<file path="src/rtl/ex_pkg.sv">
// Shared definitions for the execute stage: ALU op encodings and FSM states.
package ex_pkg;

  localparam logic [3:0] ALU_ADD  = 4'd0;
  localparam logic [3:0] ALU_SUB  = 4'd1;
  localparam logic [3:0] ALU_OR   = 4'd2;
  localparam logic [3:0] ALU_NOR  = 4'd3;
  localparam logic [3:0] ALU_AND  = 4'd4;
  localparam logic [3:0] ALU_XOR  = 4'd5;
  localparam logic [3:0] ALU_SLL  = 4'd6;
  localparam logic [3:0] ALU_SRL  = 4'd7;
  localparam logic [3:0] ALU_SRA  = 4'd8;
  localparam logic [3:0] ALU_SLT  = 4'd9;
  localparam logic [3:0] ALU_SLTU = 4'd10;
  localparam logic [3:0] ALU_MUL  = 4'd11;

  typedef enum logic [1:0] {IDLE, MUL, DONE} ex_state_e;

endpackage

</file>
<file path="src/rtl/ex_mul_seq.sv">
// Iterative shift-add multiplier: one partial product per clock, XLEN steps.
module ex_mul_seq #(
  parameter int XLEN = 32,
  parameter int CW   = $clog2(XLEN) + 1
) (
  input  logic            clk,
  input  logic            rst_n,
  input  logic            start,
  input  logic            abort,
  input  logic [XLEN-1:0] a,
  input  logic [XLEN-1:0] b,
  output logic            done,
  output logic [XLEN-1:0] product,
  output logic [CW-1:0]   cnt
);

  logic [XLEN-1:0] mcand, mplier, acc;

  // done is high during the cycle whose closing edge performs the final step
  assign done    = (cnt == CW'(1));
  assign product = acc;

  always_ff @(posedge clk or negedge rst_n) begin
    if (!rst_n) begin
      mcand  <= '0;
      mplier <= '0;
      acc    <= '0;
      cnt    <= '0;
    end else if (abort) begin
      cnt <= '0;
    end else if (start) begin
      mcand  <= a;
      mplier <= b;
      acc    <= '0;
      cnt    <= CW'(XLEN);
    end else if (cnt != '0) begin
      if (mplier[0]) acc <= acc + mcand;
      mcand  <= mcand << 1;
      mplier <= mplier >> 1;
      cnt    <= cnt - CW'(1);
    end
  end

endmodule

</file>
<file path="src/rtl/ex_stage_mdu.sv">
// Execute stage with EX/MEM register, multi-cycle MUL, stall/flush and bubble handling.
module ex_stage_mdu
  import ex_pkg::*;
#(
  parameter int XLEN = 32,
  parameter int REGW = 5,
  parameter int WBW  = 2
) (
  input  logic            clk,
  input  logic            rst_n,
  input  logic            in_valid,
  output logic            in_ready,
  input  logic [3:0]      alu_op,
  input  logic            alu_src,
  input  logic [XLEN-1:0] a,
  input  logic [XLEN-1:0] b,
  input  logic [XLEN-1:0] imm,
  input  logic [XLEN-1:0] npc,
  input  logic [REGW-1:0] rd,
  input  logic            reg_wr,
  input  logic            mem_wr,
  input  logic            mem_rd,
  input  logic [WBW-1:0]  wb_sel,
  input  logic            mem_stall,
  input  logic            flush,
  output logic            busy,
  output logic            out_valid,
  output logic [XLEN-1:0] alu_out,
  output logic [XLEN-1:0] store_d,
  output logic [XLEN-1:0] npc_out,
  output logic [REGW-1:0] rd_out,
  output logic            reg_wr_out,
  output logic            mem_wr_out,
  output logic            mem_rd_out,
  output logic [WBW-1:0]  wb_sel_out
);

  localparam int SHW = $clog2(XLEN);
  localparam int CW  = $clog2(XLEN) + 1;

  ex_state_e       state;
  logic [XLEN-1:0] bop, alu_res, mul_prod;
  logic [SHW-1:0]  shamt;
  logic [CW-1:0]   mul_cnt;
  logic            accept, mul_start, mul_done;

  // fields of the MUL instruction, held until the product retires
  logic [XLEN-1:0] l_npc, l_store;
  logic [REGW-1:0] l_rd;
  logic [WBW-1:0]  l_wb_sel;
  logic            l_reg_wr, l_mem_wr, l_mem_rd;

  assign in_ready  = (state == IDLE) & ~mem_stall;
  assign accept    = in_valid & in_ready & ~flush;
  assign mul_start = accept & (alu_op == ALU_MUL);
  assign busy      = (state != IDLE);
  assign bop       = alu_src ? imm : b;
  assign shamt     = bop[SHW-1:0];

  always_comb begin
    alu_res = '0;
    case (alu_op)
      ALU_ADD:  alu_res = a + bop;
      ALU_SUB:  alu_res = a - bop;
      ALU_OR:   alu_res = a | bop;
      ALU_NOR:  alu_res = ~(a | bop);
      ALU_AND:  alu_res = a & bop;
      ALU_XOR:  alu_res = a ^ bop;
      ALU_SLL:  alu_res = a << shamt;
      ALU_SRL:  alu_res = a >> shamt;
      ALU_SRA:  alu_res = $unsigned($signed(a) >>> shamt);
      ALU_SLT:  alu_res = {{(XLEN-1){1'b0}}, $signed(a) < $signed(bop)};
      ALU_SLTU: alu_res = {{(XLEN-1){1'b0}}, a < bop};
      default:  alu_res = '0;
    endcase
  end

  ex_mul_seq #(.XLEN(XLEN), .CW(CW)) u_mul (
    .clk     (clk),
    .rst_n   (rst_n),
    .start   (mul_start),
    .abort   (flush),
    .a       (a),
    .b       (bop),
    .done    (mul_done),
    .product (mul_prod),
    .cnt     (mul_cnt)
  );

  always_ff @(posedge clk or negedge rst_n) begin
    if (!rst_n) begin
      state <= IDLE;
    end else if (flush) begin
      state <= IDLE;
    end else begin
      case (state)
        IDLE:    if (mul_start) state <= MUL;
        MUL:     if (mul_done) state <= DONE;
        DONE:    if (!mem_stall) state <= IDLE;
        default: state <= IDLE;
      endcase
    end
  end

  always_ff @(posedge clk or negedge rst_n) begin
    if (!rst_n) begin
      l_npc    <= '0;
      l_store  <= '0;
      l_rd     <= '0;
      l_wb_sel <= '0;
      l_reg_wr <= 1'b0;
      l_mem_wr <= 1'b0;
      l_mem_rd <= 1'b0;
    end else if (mul_start) begin
      l_npc    <= npc;
      l_store  <= b;
      l_rd     <= rd;
      l_wb_sel <= wb_sel;
      l_reg_wr <= reg_wr;
      l_mem_wr <= mem_wr;
      l_mem_rd <= mem_rd;
    end
  end

  // EX/MEM register: flush beats stall, stall freezes everything
  always_ff @(posedge clk or negedge rst_n) begin
    if (!rst_n) begin
      out_valid  <= 1'b0;
      reg_wr_out <= 1'b0;
      mem_wr_out <= 1'b0;
      mem_rd_out <= 1'b0;
      alu_out    <= '0;
      store_d    <= '0;
      npc_out    <= '0;
      rd_out     <= '0;
      wb_sel_out <= '0;
    end else if (flush) begin
      out_valid  <= 1'b0;
      reg_wr_out <= 1'b0;
      mem_wr_out <= 1'b0;
      mem_rd_out <= 1'b0;
    end else if (!mem_stall) begin
      if (state == DONE) begin
        out_valid  <= 1'b1;
        alu_out    <= mul_prod;
        store_d    <= l_store;
        npc_out    <= l_npc;
        rd_out     <= l_rd;
        wb_sel_out <= l_wb_sel;
        reg_wr_out <= l_reg_wr;
        mem_wr_out <= l_mem_wr;
        mem_rd_out <= l_mem_rd;
      end else if (accept && !mul_start) begin
        out_valid  <= 1'b1;
        alu_out    <= alu_res;
        store_d    <= b;
        npc_out    <= npc;
        rd_out     <= rd;
        wb_sel_out <= wb_sel;
        reg_wr_out <= reg_wr;
        mem_wr_out <= mem_wr;
        mem_rd_out <= mem_rd;
      end else begin
        out_valid  <= 1'b0;
        reg_wr_out <= 1'b0;
        mem_wr_out <= 1'b0;
        mem_rd_out <= 1'b0;
      end
    end
  end

endmodule
</file>
<file path="config.mk">
export PLATFORM = sky130hd
export DESIGN_NAME = ex_stage_mdu
export DESIGN_NICKNAME = d
export VERILOG_FILES = /design/src/rtl/ex_pkg.sv /design/src/rtl/ex_mul_seq.sv /design/src/rtl/ex_stage_mdu.sv
export SDC_FILE = /design/constraint.sdc
export NUM_CORES = 1
export LEC_CHECK = 0
export BUFFER_PORTS_ARGS = -buffer_cell sky130_fd_sc_hd__buf_2
export CORE_ASPECT_RATIO = 1.5
export CORE_UTILIZATION = 30
export DETAILED_ROUTE_END_ITERATION = 10
export PLACE_DENSITY = 0.53
export SETUP_SLACK_MARGIN = 0.1
export SLEW_MARGIN = 20
export SYNTH_ARGS = -nofsm -noshare
export SYNTH_HDL_FRONTEND = slang
export SYNTH_SLANG_ARGS = --single-unit
</file>
<file path="constraint.sdc">
create_clock -name clk -period 8 [get_ports clk]
set_clock_uncertainty 0.1 [all_clocks]
set_input_delay 1.6 -clock clk [delete_from_list [all_inputs] [get_ports clk]]
set_output_delay 1.6 -clock clk [all_outputs]
set_load 0.1 [all_outputs]
</file>
==> out/qor_table.md <==
| Quantity | This run | Unit |
|:---|:---|:---|
| Outcome | finished clean | - |
| Unrepaired setup endpoints after global routing | false | - |
| Adder-cell area share of the yosys netlist | 0.0780 | - |
| Reg clk slew, reported paths | 0.07 | ns |
| Fraction of the cycle the final worst path needs | 0.728 | - |
| Synth async-reset ratio | 1.00 | - |
| Final Slew Violations | 0 | - |
| Relative slew slack | 0.266 | - |
| Root buffer selected by CTS | sky130_fd_sc_hd__clkbuf_16 | - |
| Clock latency on the worst-skew pair | 0.60 | ns |
| Netlist area before placement | 0.0229 | mm2 |
| Total leakage power | 12.0 | nW |
| Number of detailed-routing iterations run before antenna repair | 5 | - |
| Global-route wire length before repair | 154000 | um |
| Ratio of total power to cell area | 275 | mW/mm2 |
| Level count of the clock H-tree | 1 | - |
| Kind of critical path | input pin to flip-flop | - |
| Post-synthesis share of cell area spent on and, or, nand and nor gates | 0.201 | - |
| Worst setup slack after layout | 2.18 | ns |
| Die X-Extent | 228 | um |
| # hold bufs at CTS | 0 | - |
| Average detailed-routed wire length per instance | 25.6 | um |
| Post-synth EDFFs | 0 | - |
| Synth Area in Compound Gates | 0.244 | - |
| Least-Margin Pin Slew | 1.07 | ns |
| Count of synthesis-stage warnings from yosys | 0 | - |
| Type of element launching the critical path | input pin | - |
| Number of global-route vias before repair | 22900 | - |
| Final Routed Wirelength | 105000 | um |
| Post-detail-place hpwl | 79700 | um |
| Maximum fanout count along the critical path | 15 | - |
| Post-synthesis to final-layout area growth | 14.4 | % |
| Proportion of synthesized chip area in sequential cells | 0.311 | - |
| Total clock buffers created by CTS | 29 | - |
| Largest family of logic cells by synthesized area | compound AO/OA/AOI/OAI gates | - |
| Nets | 3386 | - |
| Floorplan row count | 123 | - |
| Port Buf Inserts | 256 | - |
| Max_cap viols | 0 | - |
| Peak supply drop | 0.233 | mV |
| Worst path required time | 8.42 | ns |
| Number of nets with antenna violations after detailed routing | 0 | - |
| Die Outline Area | 0.0775 | mm2 |
| Number of sinks handled by clock tree synthesis | 285 | - |
| Endpoint arrival time on the critical path | 6.24 | ns |
| Proportion of synthesized area in mux cells | 0.102 | - |
| Synth Flop Type | sky130_fd_sc_hd__dfrtp_1 | - |
| Violation count after the first detailed-routing iteration | 1997 | - |
| Final Setup Violations | 0 | - |
| Max Clk Rate | 172 | MHz |
| Worst slack after detailed placement | 1.80 | ns |
| Area inside the core boundary | 0.0753 | mm2 |
| Buffer depth of the longest clock path | 3 | - |
| Sum of negative setup slack | 0 | ns |
| Number of design rule violations left after detail routing | 0 | - |
| Net count after synthesis | 3247 | - |
| Largest net degree at the start of global routing | 157 | - |
| Final weighted congestion in routability-driven placement | 1.00 | - |
| Gates resized, CTS repair | 0 | - |
| CTS tree | done | - |
| Via count of the routed design | 23500 | - |
| Syn Inst Count | 2958 | - |
| Number of setup buffers added after CTS | 0 | - |
| Parity-gate share of the synthesized area counting xor and xnor cells | 0.0119 | - |
| Share of cells above drive strength 1 | 0.137 | - |
| Syn_area_per_cell | 7.74 | um2 |
| GRT Total Usage | 0.267 | - |
| Worst hold-check path type | flip-flop to flip-flop | - |
| Number of I/O pins | 257 | - |
| Via-to-Cell Ratio | 5.70 | - |
| Overall overflow remaining after global route | 0 | - |
| Starting density of the core | 0.304 | - |
| Final Hold Violating Endpoints | 0 | - |
| Number of antenna violations at the first check in global routing | 6 | - |
| Type of element capturing the critical path | flip-flop | - |
| Die extent in y | 340 | um |
| Library cells used by synthesis | 83 | - |
| Time the worst path needs with I/O delays and setup | 5.82 | ns |
| Number of storage elements in the synthesis netlist | 285 | - |
[cells by family after synthesis]
| logic type | Yosys count |
|---|---|
| flops | 285 |
| buf+inv | 305 |
| compound gates | 891 |
| simple gates | 1096 |
| fa+ha+maj | 141 |
| xor+xnor | 31 |
| mux | 209 |
[worst max-delay path, stage by stage]
cell,delay (ns)
sky130_fd_sc_hd__buf_2,0.38
sky130_fd_sc_hd__buf_4,0.39
sky130_fd_sc_hd__mux2i_4,0.15
sky130_fd_sc_hd__inv_2,0.10
sky130_fd_sc_hd__ha_1,0.17
sky130_fd_sc_hd__inv_1,0.06
sky130_fd_sc_hd__fa_1,0.44
sky130_fd_sc_hd__nor3b_1,0.17
sky130_fd_sc_hd__o311ai_1,0.41
sky130_fd_sc_hd__a21oi_1,0.19
sky130_fd_sc_hd__o21ai_0,0.40
sky130_fd_sc_hd__a21boi_1,0.30
sky130_fd_sc_hd__nor3_1,0.65
sky130_fd_sc_hd__o31ai_1,0.23
sky130_fd_sc_hd__a221oi_1,0.28
sky130_fd_sc_hd__o21ai_0,0.12
sky130_fd_sc_hd__a31oi_1,0.19
[layer usage]
| layer | up-vias | share of wire | global-route usage |
|---|---|---|---|
| met5 | - | 0.00032 | 0 |
| met1 | 11400 | 0.40 | 0.330 |
| li1 | 10800 | - | - |
| met4 | 6 | 0.058 | 0.141 |
| met2 | 1028 | 0.48 | 0.446 |
| met3 | 238 | 0.063 | 0.0383 |
[cell usage in the layout (no fill, tap or decap), types with 48 or more instances in the layout]
cell type	n
sky130_fd_sc_hd__nand2_1	591
sky130_fd_sc_hd__dfrtp_1	285
sky130_fd_sc_hd__nor2_1	274
sky130_fd_sc_hd__buf_2	255
sky130_fd_sc_hd__a21oi_1	251
sky130_fd_sc_hd__o21ai_0	245
sky130_fd_sc_hd__mux2i_1	175
sky130_fd_sc_hd__ha_1	138
sky130_fd_sc_hd__inv_1	100
sky130_fd_sc_hd__nand3_1	53
sky130_fd_sc_hd__a31oi_1	52
sky130_fd_sc_hd__nor3_1	52
sky130_fd_sc_hd__buf_4	48
[worst paths after layout]
path | startpoint | endpoint | slack, ns | cells past startpoint
min reg2reg | l_mem_rd | l_mem_rd | 0.38 | 2
max | alu_src | alu_out[28] | 2.18 | 17
min in group asynchronous | rst_n | l_mem_wr | 0.91 | 1
max in group asynchronous | rst_n | u_mul.mcand[0] | 5.53 | 2
min | l_mem_rd | l_mem_rd | 0.38 | 2
max reg2reg | u_mul.product[0] | u_mul.product[31] | 3.98 | 11
[registers in the layout (all words and copies together), names as in the netlist, 2 cells and up]
| name | count |
|---|---|
| u_mul.product | 32 |
| wb_sel_out | 2 |
| alu_out | 32 |
| store_d | 32 |
| rd_out | 5 |
| l_npc | 32 |
| u_mul.mcand | 32 |
| npc_out | 32 |
| u_mul.mplier | 32 |
| u_mul.cnt | 6 |
| l_store | 32 |
| state | 2 |
| l_rd | 5 |
| l_wb_sel | 2 |
[power breakdown]
part	switching [W]	total, W	internal [W]
clock	0.000659	0.00148	0.000826
combinational	0.00254	0.00367	0.00113
sequential	0.000285	0.00205	0.00177
total	0.00348	0.00721	0.00373
[layout make-up]
type                       count  area [um2]
clock inverter                14         168
fill                        8011       49100
antenna                        3        7.51
inverter                     105         394
sequential                   285        7130
timing repair buffer         308        1730
tap                         1000        1250
multi-input combinational   2368       14700
clock buffer                  40         827
[cell usage after synthesis (10+ instances only)]
library cell | count | area (um2)
sky130_fd_sc_hd__ha_1 | 138 | 1730
sky130_fd_sc_hd__o22ai_1 | 24 | 150
sky130_fd_sc_hd__nor2_1 | 277 | 1040
sky130_fd_sc_hd__nor2b_1 | 12 | 75.1
sky130_fd_sc_hd__o211ai_1 | 24 | 180
sky130_fd_sc_hd__clkbuf_1 | 161 | 604
sky130_fd_sc_hd__buf_1 | 20 | 75.1
sky130_fd_sc_hd__nor4_1 | 17 | 106
sky130_fd_sc_hd__a31oi_1 | 52 | 325
sky130_fd_sc_hd__a221oi_1 | 37 | 324
sky130_fd_sc_hd__xor2_1 | 15 | 131
sky130_fd_sc_hd__and3_1 | 16 | 100
sky130_fd_sc_hd__a21o_1 | 28 | 210
sky130_fd_sc_hd__inv_1 | 100 | 375
sky130_fd_sc_hd__a211oi_1 | 31 | 233
sky130_fd_sc_hd__o21ai_0 | 245 | 1230
sky130_fd_sc_hd__a22oi_1 | 18 | 135
sky130_fd_sc_hd__a2111oi_0 | 12 | 105
sky130_fd_sc_hd__buf_2 | 15 | 75.1
sky130_fd_sc_hd__o221ai_1 | 10 | 87.6
sky130_fd_sc_hd__dfrtp_1 | 285 | 7130
sky130_fd_sc_hd__o31ai_1 | 20 | 150
sky130_fd_sc_hd__nand2_1 | 591 | 2220
sky130_fd_sc_hd__nand3_1 | 53 | 265
sky130_fd_sc_hd__xnor2_1 | 16 | 140
sky130_fd_sc_hd__nand4_1 | 17 | 106
sky130_fd_sc_hd__nor3_1 | 55 | 275
sky130_fd_sc_hd__mux2i_1 | 177 | 1770
sky130_fd_sc_hd__a21oi_1 | 251 | 1260
sky130_fd_sc_hd__nand2b_1 | 11 | 68.8
sky130_fd_sc_hd__o21bai_1 | 21 | 158
sky130_fd_sc_hd__o21a_1 | 17 | 128
sky130_fd_sc_hd__mux2_2 | 12 | 135
sky130_fd_sc_hd__a221o_1 | 12 | 120
sky130_fd_sc_hd__mux4_2 | 17 | 383
[through the flow]
step,utilization,area (um2),power [W],std cells,hold slack (ns)
2_1_floorplan,-,22900,0.00468,2958,0.345
3_3_place_gp,0.335,25200,0.00571,4066,0.357
3_5_place_dp,0.335,25200,0.00572,4066,0.362
4_1_cts,0.348,26200,0.00723,4120,0.379
5_1_grt,0.348,26200,0.00762,4121,0.392
6_report,0.348,26200,0.00721,4123,0.376
Power figures use the tool's default switching activity.
